File: src/rtl/temp_average_div.sv
// temp_average_div
// -----------------------------------------------------------------------------
// Averages one frame of 8-bit sensor temperatures. A frame begins with
// start_i. Each valid, enabled sample is added to a 16-bit sum, up to
// MAX_ACTIVE samples. Enabled samples beyond that limit are dropped and set a
// sticky overflow flag. The sample marked sample_last_i ends the frame. The sum
// is then divided by the number of accepted samples. The divider is a 16-step
// restoring divider that produces one quotient bit per cycle, MSB first. The
// quotient, remainder, count and status flags are registered as the block
// enters DONE. They hold their values until the next DONE.
//
// Ports
//   clk_i               clock
//   rst_n_i             synchronous active-low reset
//   start_i             starts a new frame (honoured in IDLE only)
//   sample_valid_i      a sample is present this cycle
//   sample_en_i         the presented sensor is active
//   sample_data_i[7:0]  sensor temperature, unsigned
//   sample_last_i       the presented sample closes the frame
//   temp_Q_o[15:0]      quotient  sum / active count
//   temp_R_o[15:0]      remainder sum % active count
//   active_sensors_nr_o number of enabled samples accumulated
//   done_o              high for the single DONE cycle
//   busy_o              high in ACCUM and DIVIDE
//   no_sensor_o         last frame had zero enabled samples
//   overflow_o          last frame had more than MAX_ACTIVE enabled samples
// -----------------------------------------------------------------------------
module temp_average_div #(
    parameter int MAX_ACTIVE = 255
) (
    input  logic        clk_i,
    input  logic        rst_n_i,
    input  logic        start_i,
    input  logic        sample_valid_i,
    input  logic        sample_en_i,
    input  logic [7:0]  sample_data_i,
    input  logic        sample_last_i,
    output logic [15:0] temp_Q_o,
    output logic [15:0] temp_R_o,
    output logic [7:0]  active_sensors_nr_o,
    output logic        done_o,
    output logic        busy_o,
    output logic        no_sensor_o,
    output logic        overflow_o
);

    localparam logic [1:0] ST_IDLE   = 2'd0;
    localparam logic [1:0] ST_ACCUM  = 2'd1;
    localparam logic [1:0] ST_DIVIDE = 2'd2;
    localparam logic [1:0] ST_DONE   = 2'd3;

    localparam logic [7:0] MAX_CNT = 8'(MAX_ACTIVE);

    logic [1:0]  state_reg, state_next;
    logic [15:0] sum_reg, sum_next;
    logic [7:0]  count_reg, count_next;
    logic        ovf_reg, ovf_next;

    // Divider working registers. quot_reg starts out holding the dividend.
    // Dividend bits are shifted out of its top while quotient bits are
    // shifted in at its bottom.
    logic [15:0] quot_reg, quot_next;
    logic [15:0] rem_reg, rem_next;
    logic [3:0]  step_reg, step_next;

    logic [15:0] q_out_reg, q_out_next;
    logic [15:0] r_out_reg, r_out_next;
    logic [7:0]  nr_out_reg, nr_out_next;
    logic        nos_out_reg, nos_out_next;
    logic        ovf_out_reg, ovf_out_next;

    // One restoring-division step. The partial remainder is always below the
    // 8-bit divisor, so after the shift it still fits in 16 bits. The 17th
    // bit only keeps the comparison exact.
    logic [16:0] rem_shift;
    logic        step_fits;
    logic [15:0] rem_diff;
    logic [15:0] rem_step;
    logic [15:0] quot_step;

    always_comb begin
        rem_shift = {rem_reg, quot_reg[15]};
        step_fits = (rem_shift >= {9'd0, count_reg});
        rem_diff  = rem_shift[15:0] - {8'd0, count_reg};
        rem_step  = step_fits ? rem_diff : rem_shift[15:0];
        quot_step = {quot_reg[14:0], step_fits};
    end

    always_comb begin
        state_next   = state_reg;
        sum_next     = sum_reg;
        count_next   = count_reg;
        ovf_next     = ovf_reg;
        quot_next    = quot_reg;
        rem_next     = rem_reg;
        step_next    = step_reg;
        q_out_next   = q_out_reg;
        r_out_next   = r_out_reg;
        nr_out_next  = nr_out_reg;
        nos_out_next = nos_out_reg;
        ovf_out_next = ovf_out_reg;

        case (state_reg)
            ST_IDLE: begin
                if (start_i) begin
                    sum_next   = 16'd0;
                    count_next = 8'd0;
                    ovf_next   = 1'b0;
                    state_next = ST_ACCUM;
                end
            end

            ST_ACCUM: begin
                if (sample_valid_i && sample_en_i) begin
                    if (count_reg < MAX_CNT) begin
                        sum_next   = sum_reg + {8'd0, sample_data_i};
                        count_next = count_reg + 8'd1;
                    end else begin
                        ovf_next = 1'b1;
                    end
                end
                if (sample_valid_i && sample_last_i) begin
                    // Load the dividend with the sum that includes the closing
                    // sample, so DIVIDE can start stepping on its first cycle.
                    quot_next  = sum_next;
                    rem_next   = 16'd0;
                    step_next  = 4'd0;
                    state_next = ST_DIVIDE;
                end
            end

            ST_DIVIDE: begin
                if (count_reg == 8'd0) begin
                    q_out_next   = 16'd0;
                    r_out_next   = 16'd0;
                    nr_out_next  = 8'd0;
                    nos_out_next = 1'b1;
                    ovf_out_next = ovf_reg;
                    state_next   = ST_DONE;
                end else begin
                    quot_next = quot_step;
                    rem_next  = rem_step;
                    step_next = step_reg + 4'd1;
                    if (step_reg == 4'd15) begin
                        q_out_next   = quot_step;
                        r_out_next   = rem_step;
                        nr_out_next  = count_reg;
                        nos_out_next = 1'b0;
                        ovf_out_next = ovf_reg;
                        state_next   = ST_DONE;
                    end
                end
            end

            ST_DONE: begin
                state_next = ST_IDLE;
            end

            default: begin
                state_next = ST_IDLE;
            end
        endcase
    end

    always_ff @(posedge clk_i) begin
        if (!rst_n_i) begin
            state_reg   <= ST_IDLE;
            sum_reg     <= 16'd0;
            count_reg   <= 8'd0;
            ovf_reg     <= 1'b0;
            quot_reg    <= 16'd0;
            rem_reg     <= 16'd0;
            step_reg    <= 4'd0;
            q_out_reg   <= 16'd0;
            r_out_reg   <= 16'd0;
            nr_out_reg  <= 8'd0;
            nos_out_reg <= 1'b0;
            ovf_out_reg <= 1'b0;
        end else begin
            state_reg   <= state_next;
            sum_reg     <= sum_next;
            count_reg   <= count_next;
            ovf_reg     <= ovf_next;
            quot_reg    <= quot_next;
            rem_reg     <= rem_next;
            step_reg    <= step_next;
            q_out_reg   <= q_out_next;
            r_out_reg   <= r_out_next;
            nr_out_reg  <= nr_out_next;
            nos_out_reg <= nos_out_next;
            ovf_out_reg <= ovf_out_next;
        end
    end

    assign temp_Q_o            = q_out_reg;
    assign temp_R_o            = r_out_reg;
    assign active_sensors_nr_o = nr_out_reg;
    assign no_sensor_o         = nos_out_reg;
    assign overflow_o          = ovf_out_reg;
    assign done_o              = (state_reg == ST_DONE);
    assign busy_o              = (state_reg == ST_ACCUM) || (state_reg == ST_DIVIDE);

endmodule

File: config.mk
export PLATFORM = sky130hd
export DESIGN_NAME = temp_average_div
export DESIGN_NICKNAME = d
export VERILOG_FILES = /design/src/rtl/temp_average_div.sv
export SDC_FILE = /design/constraint.sdc
export NUM_CORES = 1
export LEC_CHECK = 0
export BUFFER_PORTS_ARGS = -buffer_cell sky130_fd_sc_hd__buf_2
export CAP_MARGIN = 10
export CORE_MARGIN = 4
export CORE_UTILIZATION = 59
export CTS_BUF_LIST = sky130_fd_sc_hd__clkbuf_8
export CTS_CLUSTER_DIAMETER = 60
export CTS_CLUSTER_SIZE = 28
export DETAILED_ROUTE_END_ITERATION = 8
export GPL_TIMING_DRIVEN = 0
export PLACE_DENSITY = 0.8
export SYNTH_ARGS = -nofsm -noshare
export SYNTH_HDL_FRONTEND = slang
export SYNTH_SLANG_ARGS = --single-unit
File: constraint.sdc
create_clock -name clk_i -period 3.05 [get_ports clk_i]
set_input_delay 0.61 -clock clk_i [delete_from_list [all_inputs] [get_ports clk_i]]
set_output_delay 0.61 -clock clk_i [all_outputs]
set_load 0.005 [all_outputs]
; Word level (Yosys, flattened, before mapping)
; Cells that the tools add are included.
[totals]
register_bits = 105
inputBits = 14
output_inout_bits = 44
elab_cells = 80
[classes]
n_addsub = 4
n_lt_le_gt_ge = 2
n_eq_ne = 11
n_mux = 37
n_reduce_logical = 14
[ops]
columns = cell, n
row1 = $mux W16, 12
row2 = $pmux W16 S2, 3
row3 = $mux W8, 5
row4 = $ge A17 B8 Y1, 1
row5 = $add A16 B8 Y16, 1
row6 = $pmux W8 S2, 1
row7 = $sub A16 B8 Y16, 1
row8 = $ne A2 B2 Y1 const B, 6
row9 = $add A8 B1 Y8 const B, 1
row10 = $logic_not A8 Y1, 1
row11 = $lt A8 B8 Y1 const B, 1
row12 = $mux W2, 4
row13 = $mux W4, 2
row14 = $pmux W2 S4, 1
row15 = $pmux W4 S2, 1
row16 = $reduce_and A4 Y1, 2
row17 = $mux W1, 7
row18 = $reduce_and A3 Y1, 2
row19 = $reduce_bool A2 Y1, 3
row20 = $add A4 B1 Y4 const B, 1
row21 = $eq A2 B2 Y1 const B, 2
row22 = $eq A4 B4 Y1 const B, 1
row23 = $reduce_and A2 Y1, 2
row24 = $ne A3 B3 Y1 const B, 1
row25 = 5 further kinds, 6

; Depth between registers and ports, before layout
; Gate-level depths: netlist (run 1).
[logic_depth]
word_depth = 5
mapped_depth = 10
mapped_depth_nobuf = 10

; Least setup slack after synthesis (run 1)
; OpenSTA, ideal clock, no wires.
[synth_timing]
path_kind = input-to-reg
startpoint = in sample_data_i[0]
endpoint = reg sum_reg[10]
setup_ns = 0.127
t_arrival_ns = 2.317
required_time_ns = 2.923
path_slack_ns = 0.606
path_stages = 8
n_path_buf = 0
path_cell_list = ha_1 -> fa_1 -> a21oi_1 -> o21ai_1 -> a2111oi_0 -> or4_1 -> or4_1 -> o211ai_1
[synth_via]
elab_chain_len = 4
[synth_lines]
columns = element, line_no
row1 = "start, declared", 36  ; input logic [7:0] sample_data_i,
row2 = $add A16 B8 Y16, 116  ; sum_next = sum_reg + {8'd0, sample_data_i};
row3 = $mux W16, 115  ; if (count_reg < MAX_CNT) begin
row4 = $mux W16, 114  ; if (sample_valid_i && sample_en_i) begin
row5 = $pmux W16 S2, 103  ; case (state_reg)
row6 = "end signal, assigned", 181  ; sum_reg <= sum_next;
row7 = "end, declared", 55  ; logic [15:0] sum_reg, sum_next;
; Every way passes these cells.
; A chain may end at the register's enable or synchronous reset.

; Final worst setup path (run 1)
[layout_timing]
startpoint = reg count_reg[1]
endpoint = reg quot_reg[14]
[layout_via]
elab_chain_len = 5
elab_cells_between_ends = 8
cone_classes = order compare: 1 / eq/ne: 1 / mux: 4 / reduce/logical: 2
[layout_lines]
columns = element, line_no
row1 = "start, declared", 56  ; logic [7:0] count_reg, count_next;
row2 = "start signal, assigned", 182  ; count_reg <= count_next;
row3 = $lt A8 B8 Y1, 115
row4 = $mux W16, 115
row5 = $mux W16, 114
row6 = $mux W16, 122  ; if (sample_valid_i && sample_last_i) begin
row7 = $pmux W16 S2, 103
row8 = "end signal, assigned", 184  ; quot_reg <= quot_next;
row9 = "end, declared", 62  ; logic [15:0] quot_reg, quot_next;
; Parallel ways exist; a longest one is shown, timed or not. The select of a mux whose other input is x is not followed.

==> flow_summary_export.csv, run 1 <==
group,metric,value,unit
synthesis,synth_top_family_by_area,"compound AO/OA/AOI/OAI gates",
clocking,cts_sinks,105,
final_layout,stdcell_count,804,
timing,rsz0062_at_grt,"no",
synthesis,synth-edff-count,0,
detailed_routing,wire_per_inst,17.03,um
synthesis,synth_ff_type,"dfxtp_1",
placed_design,io_buffers,57,
detailed_routing,dr.pass1.iters,5,
placed_design,dp_hpwl,10240,um
global_routing,grt_first_pass_wirelength,22880,um
synthesis,async_flop_share,0,%
clocking,cts_buffer_depth,2,
floorplan,initial_core_util,60.29,%
floorplan,io_pins,58,
final_layout,n_antenna_cell,0,
clocking,cts_hold_buffers,0,
synthesis,synth_top_area_cell,"dfxtp_1",
worst_setup_path,path_max_fanout,10,
detailed_routing,drc,0,
worst_setup_path,startpoint_type,"flip-flop",
synthesis,syn_inst,623,
timing,max_freq,349.4,MHz
power,powerDensity,555.7,nW/um^2
timing,maxSlewViolCount,0,
worst_setup_path,worstPathRequired,3340,ps
final_layout,post-route-cell-area,5818,sq um
clocking,numCtsBuffers,9,
synthesis,netlist_area,5206,sq um
floorplan,core,8636,sq um
synthesis,synth-seq-cells,105,
clocking,clk_latency,370,ps
final_layout,area_delta_synth_final,11.75,%
detailed_routing,drt-initial-drc-count,333,
clocking,path_clk_slew,90,ps
final_layout,fillCellCount,766,
timing,skew,8.878,ps
placed_design,post-place-ws,37.04,ps
power,p_leak,0.002250,uW
synthesis,synth_top_cells_by_area,"dfxtp_1 (40%), ha_1 (5.5%), a22oi_1 (5.5%)",
synthesis,ys_warn_count,0,
synthesis,synthMuxAreaShare,1.562,%
min_path,hold_path_class,"reg -> reg",
synthesis,synth.yosys.seq_area_share,40.37,%
global_routing,grt_usage,27.34,%
floorplan,dieArea,10390,sq um
floorplan,die_w,101.9,um
synthesis,synth_compound_area_share,23.58,%
global_routing,grt_max_degree,17,
synthesis,synthesis.nets,662,
clocking,post_cts_buffers,0,
timing,setup_viol,0,
detailed_routing,antenna_left,0,
timing,period_needed,2862,ps
detailed_routing,viasPerCell,6.215,
clocking,cts_max_level,3,
global_routing,grt_pass1_vias,4913,
floorplan,die_h,101.9,um
clocking,cts_tree,"yes",
final_layout,drive_gt1_share,11.78,%
run,cap_violations,0,
power,ir_drop,0.2685,mV
synthesis,synth_xor_area_share,3.701,%
timing,setup_tns,0,ps
synthesis,synthAdderAreaFrac,6.297,%
worst_setup_path,worstPathArrival,3150,ps
worst_setup_path,end_kind,"flip-flop",
clocking,root_buffer,"clkbuf_8",
timing,timing.final.hold_violations,0,
synthesis,synth-simple-area-share,20.14,%
synthesis,yosys.area.top_type_share,40.37,%
synthesis,avgSynthCellArea,8.357,sq um
timing,finalWorstSetupSlack,188.0,ps
detailed_routing,routed_wl,13690,um
final_layout,nNetsFinal,730,
worst_setup_path,path_class,"reg -> reg",
run_status,outcome,"finished clean",
detailed_routing,vias,4997,
timing,relSlewSlack,44.64,%
floorplan,rows,34,
timing,finalCritPeriodShare,93.84,%
global_routing,overflow,0,
placed_design,dpl_cell_area,5627,sq um
synthesis,synth_cell_types,63,
timing,tightest_slew,827.3,ps
global_routing,antenna_found_initial,0,
placed_design,gp_congestion,0.9422,
placed_design,placed_cells,788,
## logic make-up after synthesis
logic type | after synthesis
compound gates | 186
xor+xnor | 22
fa+ha+maj | 25
buf+inv | 57
flops | 105
mux | 8
simple gates | 220
## worst paths after layout
path	from	end	slack (ps)	cells after the start
max	count_reg[1]	quot_reg[14]	190	8
min	temp_R_o[2]	temp_R_o[2]	460	2
max reg2reg	count_reg[1]	quot_reg[14]	190	8
min reg2reg	temp_R_o[2]	temp_R_o[2]	460	2
## report_power, final
group          switching, uW  internal, uW  leakage, uW  total, uW
registers               29.1          1400     0.000846       1430
clock network            473           373     0.000102        846
logic                    698           259      0.00130        957
total                   1200          2030      0.00225       3230
## cells in the mapped netlist, types with 2 or more instances
| cell type | count |
|---|---|
| a31oi_1 | 4 |
| nand3_1 | 21 |
| and3_1 | 6 |
| or4_1 | 6 |
| o211ai_1 | 7 |
| o311a_1 | 2 |
| nor3_1 | 6 |
| ha_1 | 23 |
| a21boi_0 | 2 |
| mux2i_1 | 7 |
| nand4_1 | 11 |
| and4_1 | 3 |
| o22ai_1 | 3 |
| fa_1 | 2 |
| nand3b_1 | 2 |
| o21ai_0 | 52 |
| a222oi_1 | 5 |
| a211oi_1 | 2 |
| nand2_1 | 72 |
| xor2_1 | 6 |
| o221ai_1 | 2 |
| xnor2_1 | 16 |
| a22oi_1 | 38 |
| o21a_1 | 5 |
| nor2_1 | 62 |
| dfxtp_1 | 105 |
| buf_2 | 4 |
| clkbuf_1 | 30 |
| a21oi_1 | 28 |
| nor2b_1 | 3 |
| a21o_1 | 2 |
| and2_1 | 3 |
| o41ai_1 | 6 |
| or2_2 | 2 |
| or3_1 | 9 |
| nor4_1 | 6 |
| nor3b_1 | 2 |
| o21ai_1 | 8 |
| a22o_1 | 6 |
| inv_1 | 21 |
## area by class of cell
| type | instances | area, sq um | area share (%) |
|---|---|---|---|
| Buffer | 36 | 147.6 | 2.538 |
| Clock buffer | 9 | 123.9 | 2.129 |
| Clock inverter | 7 | 63.81 | 1.097 |
| Inverter | 21 | 78.83 | 1.355 |
| Multi-Input combinational cell | 461 | 2882 | 49.53 |
| Sequential cell | 105 | 2102 | 36.13 |
| Tap cell | 108 | 135.1 | 2.323 |
| Timing Repair Buffer | 57 | 285.3 | 4.903 |
## metal layers
metal	vias to the layer above	part of all wire (%)	GRT usage (%)
met4	0	4.0	12.82
met5	-	0	0
li1	2405	-	-
met3	54	6.9	6.007
met1	2340	41	32.43
met2	198	48	47.13
## critical path: stages, from the launching register on
cell and delay, ps:
dfxtp_1 450, inv_1 160, ha_1 220, nor4b_1 150, a41o_1 290, nor2_1 640
clkbuf_1 450, a22oi_1 190, o211ai_1 230
## cells in the final DEF, fill, tap and decap left out, types with 9 or more instances in the layout
cell type and instances:
dfxtp_1 105, nand2_1 72, nor2_1 62, buf_2 61, o21ai_0 52, a22oi_1 38, clkbuf_1 30, a21oi_1 28
inv_1 23, ha_1 23, nand3_1 21, xnor2_1 16, nand4_1 11, or3_1 9, clkbuf_8 9
## timing repair
action / in CTS / in global routing
endpoints found under the setup margin: 0 / 10
hold endpoints to repair: 0 / 0
gates resized for setup: 0 / 1
## through the flow
step | total power (uW) | hold WS, ps | util [%]
CTS | 3221 | 460.2 | 67.33
floorplan | 2100 | 425.4 | -
finish | 3233 | 457.8 | 67.37
global route | 3409 | 477.7 | 67.37
global placement | 2379 | 431.5 | 65.16
detailed placement | 2394 | 441.4 | 65.16
Note: power is estimated with default switching activity, not from simulation.
==> inputs of run 2 (changes only) <==
--- a/config.mk
+++ b/config.mk
@@ -9,11 +9,12 @@
 export CAP_MARGIN = 10
 export CORE_MARGIN = 4
 export CORE_UTILIZATION = 59
-export CTS_BUF_LIST = sky130_fd_sc_hd__clkbuf_8
+export CTS_BUF_LIST = sky130_fd_sc_hd__clkbuf_4
 export CTS_CLUSTER_DIAMETER = 60
 export CTS_CLUSTER_SIZE = 28
 export DETAILED_ROUTE_END_ITERATION = 8
 export GPL_TIMING_DRIVEN = 0
+export MAX_ROUTING_LAYER = met4
 export PLACE_DENSITY = 0.8
 export SYNTH_ARGS = -nofsm -noshare
 export SYNTH_HDL_FRONTEND = slang
==> run 2 against run 1 <==
Global-route usage increased by 0.54 points. Critical endpoint is now temp_R_o[13]. First-iteration DRC count decreased by 3.0%. Final cell count decreased by 0.12%.
==> flow_summary_export.csv, run 2 (synthesis results as in run 1) <==
group,metric,value,unit
run_status,outcome,"finished clean",
clocking,cts_tree,"yes",
timing,finalCritPeriodShare,92.34,%
min_path,hold_path_class,"reg -> reg",
worst_setup_path,cp_slowest_cell,"dfxtp_1",
global_routing,grtUsageMet2,47.23,%
clocking,root_buffer,"clkbuf_4",
detailed_routing,wire_per_inst,16.88,um
timing,finalWorstSetupSlack,233.6,ps
clocking,cts_max_level,3,
floorplan,initial_core_util,60.29,%
timing,max_freq,355.1,MHz
clocking,cts_hold_buffers,0,
placed_design,dp_hpwl,10200,um
placed_design,gp_congestion,0.9571,
detailed_routing,drt-initial-drc-count,323,
floorplan,die_h,101.9,um
final_layout,layout_common_cells,"dfxtp_1 (105), nand2_1 (72), nor2_1 (62), buf_2 (61), o21ai_0 (51)",
floorplan,rows,34,
detailed_routing,drc,0,
timing,relSlewSlack,48.18,%
clocking,cts_buffer_depth,2,
global_routing,grt_pass1_vias,4822,
final_layout,area_delta_synth_final,10.74,%
floorplan,io_pins,58,
clocking,numCtsBuffers,9,
floorplan,dieArea,10390,sq um
final_layout,nNetsFinal,730,
timing,maxSlewViolCount,0,
final_layout,n_antenna_cell,0,
floorplan,core,8636,sq um
timing,period_needed,2816,ps
worst_setup_path,worst_path_largest_cell_delay,470,ps
timing,setup_tns,0,ps
placed_design,io_buffers,57,
detailed_routing,vias,4963,
timing,skew,13.80,ps
floorplan,die_w,101.9,um
timing,timing.final.hold_violations,0,
worst_setup_path,path_class,"reg -> reg",
detailed_routing,viasPerCell,6.181,
global_routing,grt_first_pass_wirelength,22580,um
power,powerDensity,541.3,nW/um^2
clocking,cts.repair.resized,0,
power,ir_drop,0.2453,mV
worst_setup_path,path_max_fanout,10,
placed_design,post-place-ws,111.4,ps
timing,rsz0062_at_grt,"no",
final_layout,fillCellCount,746,
worst_setup_path,worstPathRequired,3390,ps
detailed_routing,dr.pass1.iters,5,
worst_setup_path,end_kind,"flip-flop",
timing,tightest_slew,774.5,ps
clocking,cts_sinks,105,
final_layout,drive_gt1_share,11.94,%
power,p_leak,0.002223,uW
global_routing,grtUsageMet1,33.23,%
detailed_routing,routed_wl,13560,um
global_routing,grt_usage,27.88,%
worst_setup_path,path_cells,"inv_1 > ha_1 > nor2b_1 > o31a_1 > o311a_1 > clkbuf_1 > nor3_1 > xnor2_1 > o21ai_0",
global_routing,busiest_layer,"met2",
run,cap_violations,0,
clocking,clk_latency,450,ps
clocking,post_cts_buffers,0,
global_routing,antenna_found_initial,0,
final_layout,final_common_cell,"dfxtp_1",
timing,setup_viol,0,
global_routing,grt.met3_usage,4.027,%
global_routing,overflow,0,
worst_setup_path,startpoint_type,"flip-flop",
detailed_routing,antenna_left,0,
clocking,path_clk_slew,160,ps
global_routing,grt_max_degree,18,
worst_setup_path,worstPathArrival,3150,ps
## run 2: final timing paths
path                                              from                endpoint  slack (ps)  depth (start not counted)
worst max register to register            count_reg[1]            temp_R_o[13]         230                          9
worst min register to register  active_sensors_nr_o[5]  active_sensors_nr_o[5]         470                          2
worst min-delay path            active_sensors_nr_o[5]  active_sensors_nr_o[5]         470                          2
worst max-delay path                      count_reg[1]            temp_R_o[13]         230                          9
## run 2: metrics by stage
stage,utilization (%),instances,hold slack [ps],cell area (sq um),power (uW)
2_1_floorplan,-,623,425.4,5206,2100
3_3_place_gp,65.16,788,429.4,5627,2376
3_5_place_dp,65.16,788,436.8,5627,2402
4_1_cts,66.72,803,455.7,5762,3106
5_1_grt,66.76,803,458.7,5766,3268
6_report,66.76,803,467.5,5766,3121
## run 2: final cells by class
cell class,instances,area (sq um),area share [%]
Sequential cell,105,2102,36.46
Tap cell,108,135.1,2.344
Inverter,21,78.83,1.367
Timing Repair Buffer,57,285.3,4.948
Multi-Input combinational cell,461,2882,49.98
Clock buffer,9,67.56,1.172
Buffer,36,147.6,2.561
Clock inverter,6,67.56,1.172
## run 2: routing by layer
layer	wire length, um	vias to the layer above
li1	-	2405
met1	5649	2305
met2	6611	208
met3	867	45
met4	426	0
met5	0	-
## run 2: report_power, final
group / internal [uW] / switching (uW)
clock: 252 / 473
sequential: 1400 / 29.4
combinational: 260 / 703
total: 1920 / 1210
## run 2: worst max-delay path, delay by kind of cell (launching register included)
| family | cells | cell delay (ps) |
|---|---|---|
| fa+ha+maj | 1 | 330 |
| simple gates | 2 | 420 |
| xor+xnor | 1 | 190 |
| buf+inv | 2 | 410 |
| flops | 1 | 470 |
| compound gates | 3 | 890 |
==> inputs of run 3 (changes only) <==
--- a/config.mk
+++ b/config.mk
@@ -8,14 +8,14 @@
 export BUFFER_PORTS_ARGS = -buffer_cell sky130_fd_sc_hd__buf_2
 export CAP_MARGIN = 10
 export CORE_MARGIN = 4
-export CORE_UTILIZATION = 59
+export CORE_UTILIZATION = 50
 export CTS_BUF_LIST = sky130_fd_sc_hd__clkbuf_4
 export CTS_CLUSTER_DIAMETER = 60
 export CTS_CLUSTER_SIZE = 28
 export DETAILED_ROUTE_END_ITERATION = 8
 export GPL_TIMING_DRIVEN = 0
 export MAX_ROUTING_LAYER = met4
-export PLACE_DENSITY = 0.8
+export PLACE_DENSITY = 0.7
 export SYNTH_ARGS = -nofsm -noshare
 export SYNTH_HDL_FRONTEND = slang
 export SYNTH_SLANG_ARGS = --single-unit
==> run 3 against run 2 <==
Sequential power hardly changed. Critical path depth is 1 lower. Highest routed layer unchanged. Critical endpoint is now rem_reg[13]. Count of clock-buffer cells in the layout is 1 higher. Global-route usage is 2.7 points lower.
==> flow_summary_export.csv, run 3 (synthesis results as in run 1) <==
group,metric,value,unit
global_routing,grt_first_pass_wirelength,23460,um
power,swShare,39.76,%
worst_setup_path,cp_slowest_cell,"nor2_1",
timing,period_needed,2909,ps
clocking,cts_sinks,105,
floorplan,io_pins,58,
final_layout,nNetsFinal,730,
power,intPower,1852,uW
floorplan,die_w,110.0,um
worst_setup_path,worstPathArrival,3290,ps
floorplan,core,9955,sq um
placed_design,gp_congestion,0.9493,
worst_setup_path,worstPathRequired,3440,ps
global_routing,grt_usage,25.16,%
timing,rsz0062_at_grt,"no",
final_layout,n_antenna_cell,0,
detailed_routing,viasPerCell,5.947,
worst_setup_path,path_max_fanout,10,
timing,max_freq,343.7,MHz
min_path,hold_path_class,"in -> reg",
run_status,outcome,"finished clean",
timing,relSlewSlack,42.43,%
placed_design,dp_hpwl,10440,um
worst_setup_path,worst_path_largest_cell_delay,660,ps
clocking,numCtsBuffers,9,
detailed_routing,routed_wl,13880,um
final_layout,area_delta_synth_final,11.18,%
power,powerDensity,531.3,nW/um^2
final_layout,finish.utilization,58.14,%
clocking,cts_hold_buffers,0,
power,ir_drop,0.3138,mV
floorplan,rows,36,
clocking,root_buffer,"clkbuf_4",
clocking,cts_max_level,3,
global_routing,grt_max_degree,19,
timing,skew,20.40,ps
run,cap_violations,0,
worst_setup_path,end_kind,"flip-flop",
final_layout,layout_common_cells,"dfxtp_1 (105), nand2_1 (72), nor2_1 (62), buf_2 (61), o21ai_0 (51)",
timing,setup_tns,0,ps
power,clkPwrFrac,21.8,%
worst_setup_path,startpoint_type,"flip-flop",
floorplan,initial_core_util,52.30,%
global_routing,overflow,0,
clocking,clk_latency,470,ps
detailed_routing,drc,0,
floorplan,dieArea,12110,sq um
timing,setup_viol,0,
floorplan,die_h,110.0,um
detailed_routing,antenna_left,0,
power,p_switching,1223,uW
final_layout,final_common_cell,"dfxtp_1",
final_layout,fillCellCount,952,
timing,tightest_slew,860.3,ps
power,p_leak,0.002222,uW
clocking,path_clk_slew,160,ps
worst_setup_path,path_class,"reg -> reg",
clocking,cts.repair.resized,0,
detailed_routing,drt-initial-drc-count,330,
global_routing,antenna_found_initial,0,
final_layout,drive_gt1_share,12.07,%
worst_setup_path,path_cells,"inv_1 > ha_1 > nor4b_1 > a41o_1 > nor2_1 > nand2_1 > clkbuf_1 > o21ai_0",
timing,finalCritPeriodShare,95.38,%
clocking,cts_tree,"yes",
power,p_comb_share,31.7,%
clocking,cts_buffer_depth,2,
timing,timing.final.hold_violations,0,
clocking,post_cts_buffers,0,
timing,maxSlewViolCount,0,
detailed_routing,wire_per_inst,16.75,um
detailed_routing,dr.pass1.iters,5,
global_routing,grt_pass1_vias,4900,
power,p_seq_share,46.6,%
placed_design,io_buffers,57,
detailed_routing,vias,4930,
## run 3: final timing paths
path	from	endpoint	slack (ps)	depth (start not counted)
max	count_reg[1]	rem_reg[13]	140	8
min	sample_en_i	ovf_reg	460	3
max reg2reg	count_reg[1]	rem_reg[13]	140	8
min reg2reg	active_sensors_nr_o[2]	active_sensors_nr_o[2]	460	2
## run 3: critical path, delay by kind of cell, from the launching register on
kind                     cells  cell delay (ps)
buffers and inverters        2              460
adder cells (fa/ha/maj)      1              220
flip-flops                   1              480
AO/OA/AOI/OAI                2              500
AND/OR/NAND/NOR              3             1180
## run 3: through the flow
step	std cells	setup WS, ps	total power, uW	cell area [sq um]	hold slack, ps
2_1_floorplan	623	606.1	2100	5206	425.4
4_1_cts	829	155.0	3076	5784	446.9
5_1_grt	829	14.99	3238	5788	467.1
3_3_place_gp	813	39.98	2393	5658	431.8
3_5_place_dp	813	43.15	2414	5658	443.3
6_report	829	140.8	3075	5788	457.0
## run 3: area by class of cell
type                    instances  area, sq um  share of cell area (%)
plain buffers                  36        147.6                   2.551
clock buffers                  10        75.07                   1.297
clock inverters                 6        51.30                  0.8863
inverters                      21        78.83                   1.362
multi-input cells             461         2882                   49.78
flip-flops and latches        105         2102                   36.32
well taps                     133        166.4                   2.875
repair buffers                 57        285.3                   4.929
## run 3: power by group through the flow
stage                     registers (uW)  logic [uW]  clock network [uW]
after global placement              1460         934                   0
after global routing                1440        1060                 739
after CTS                           1430         955                 689
after floorplan                     1450         647                   0
final                               1430         973                 670
after detailed placement            1460         952                   0
## run 3: layer usage
metal | vias up | GRT usage (%) | wire, um
met2 | 172 | 42.55 | 6808
met1 | 2306 | 29.48 | 5808
met3 | 43 | 4.135 | 791
li1 | 2409 | - | -
met5 | - | - | 0
met4 | 0 | 11.04 | 477
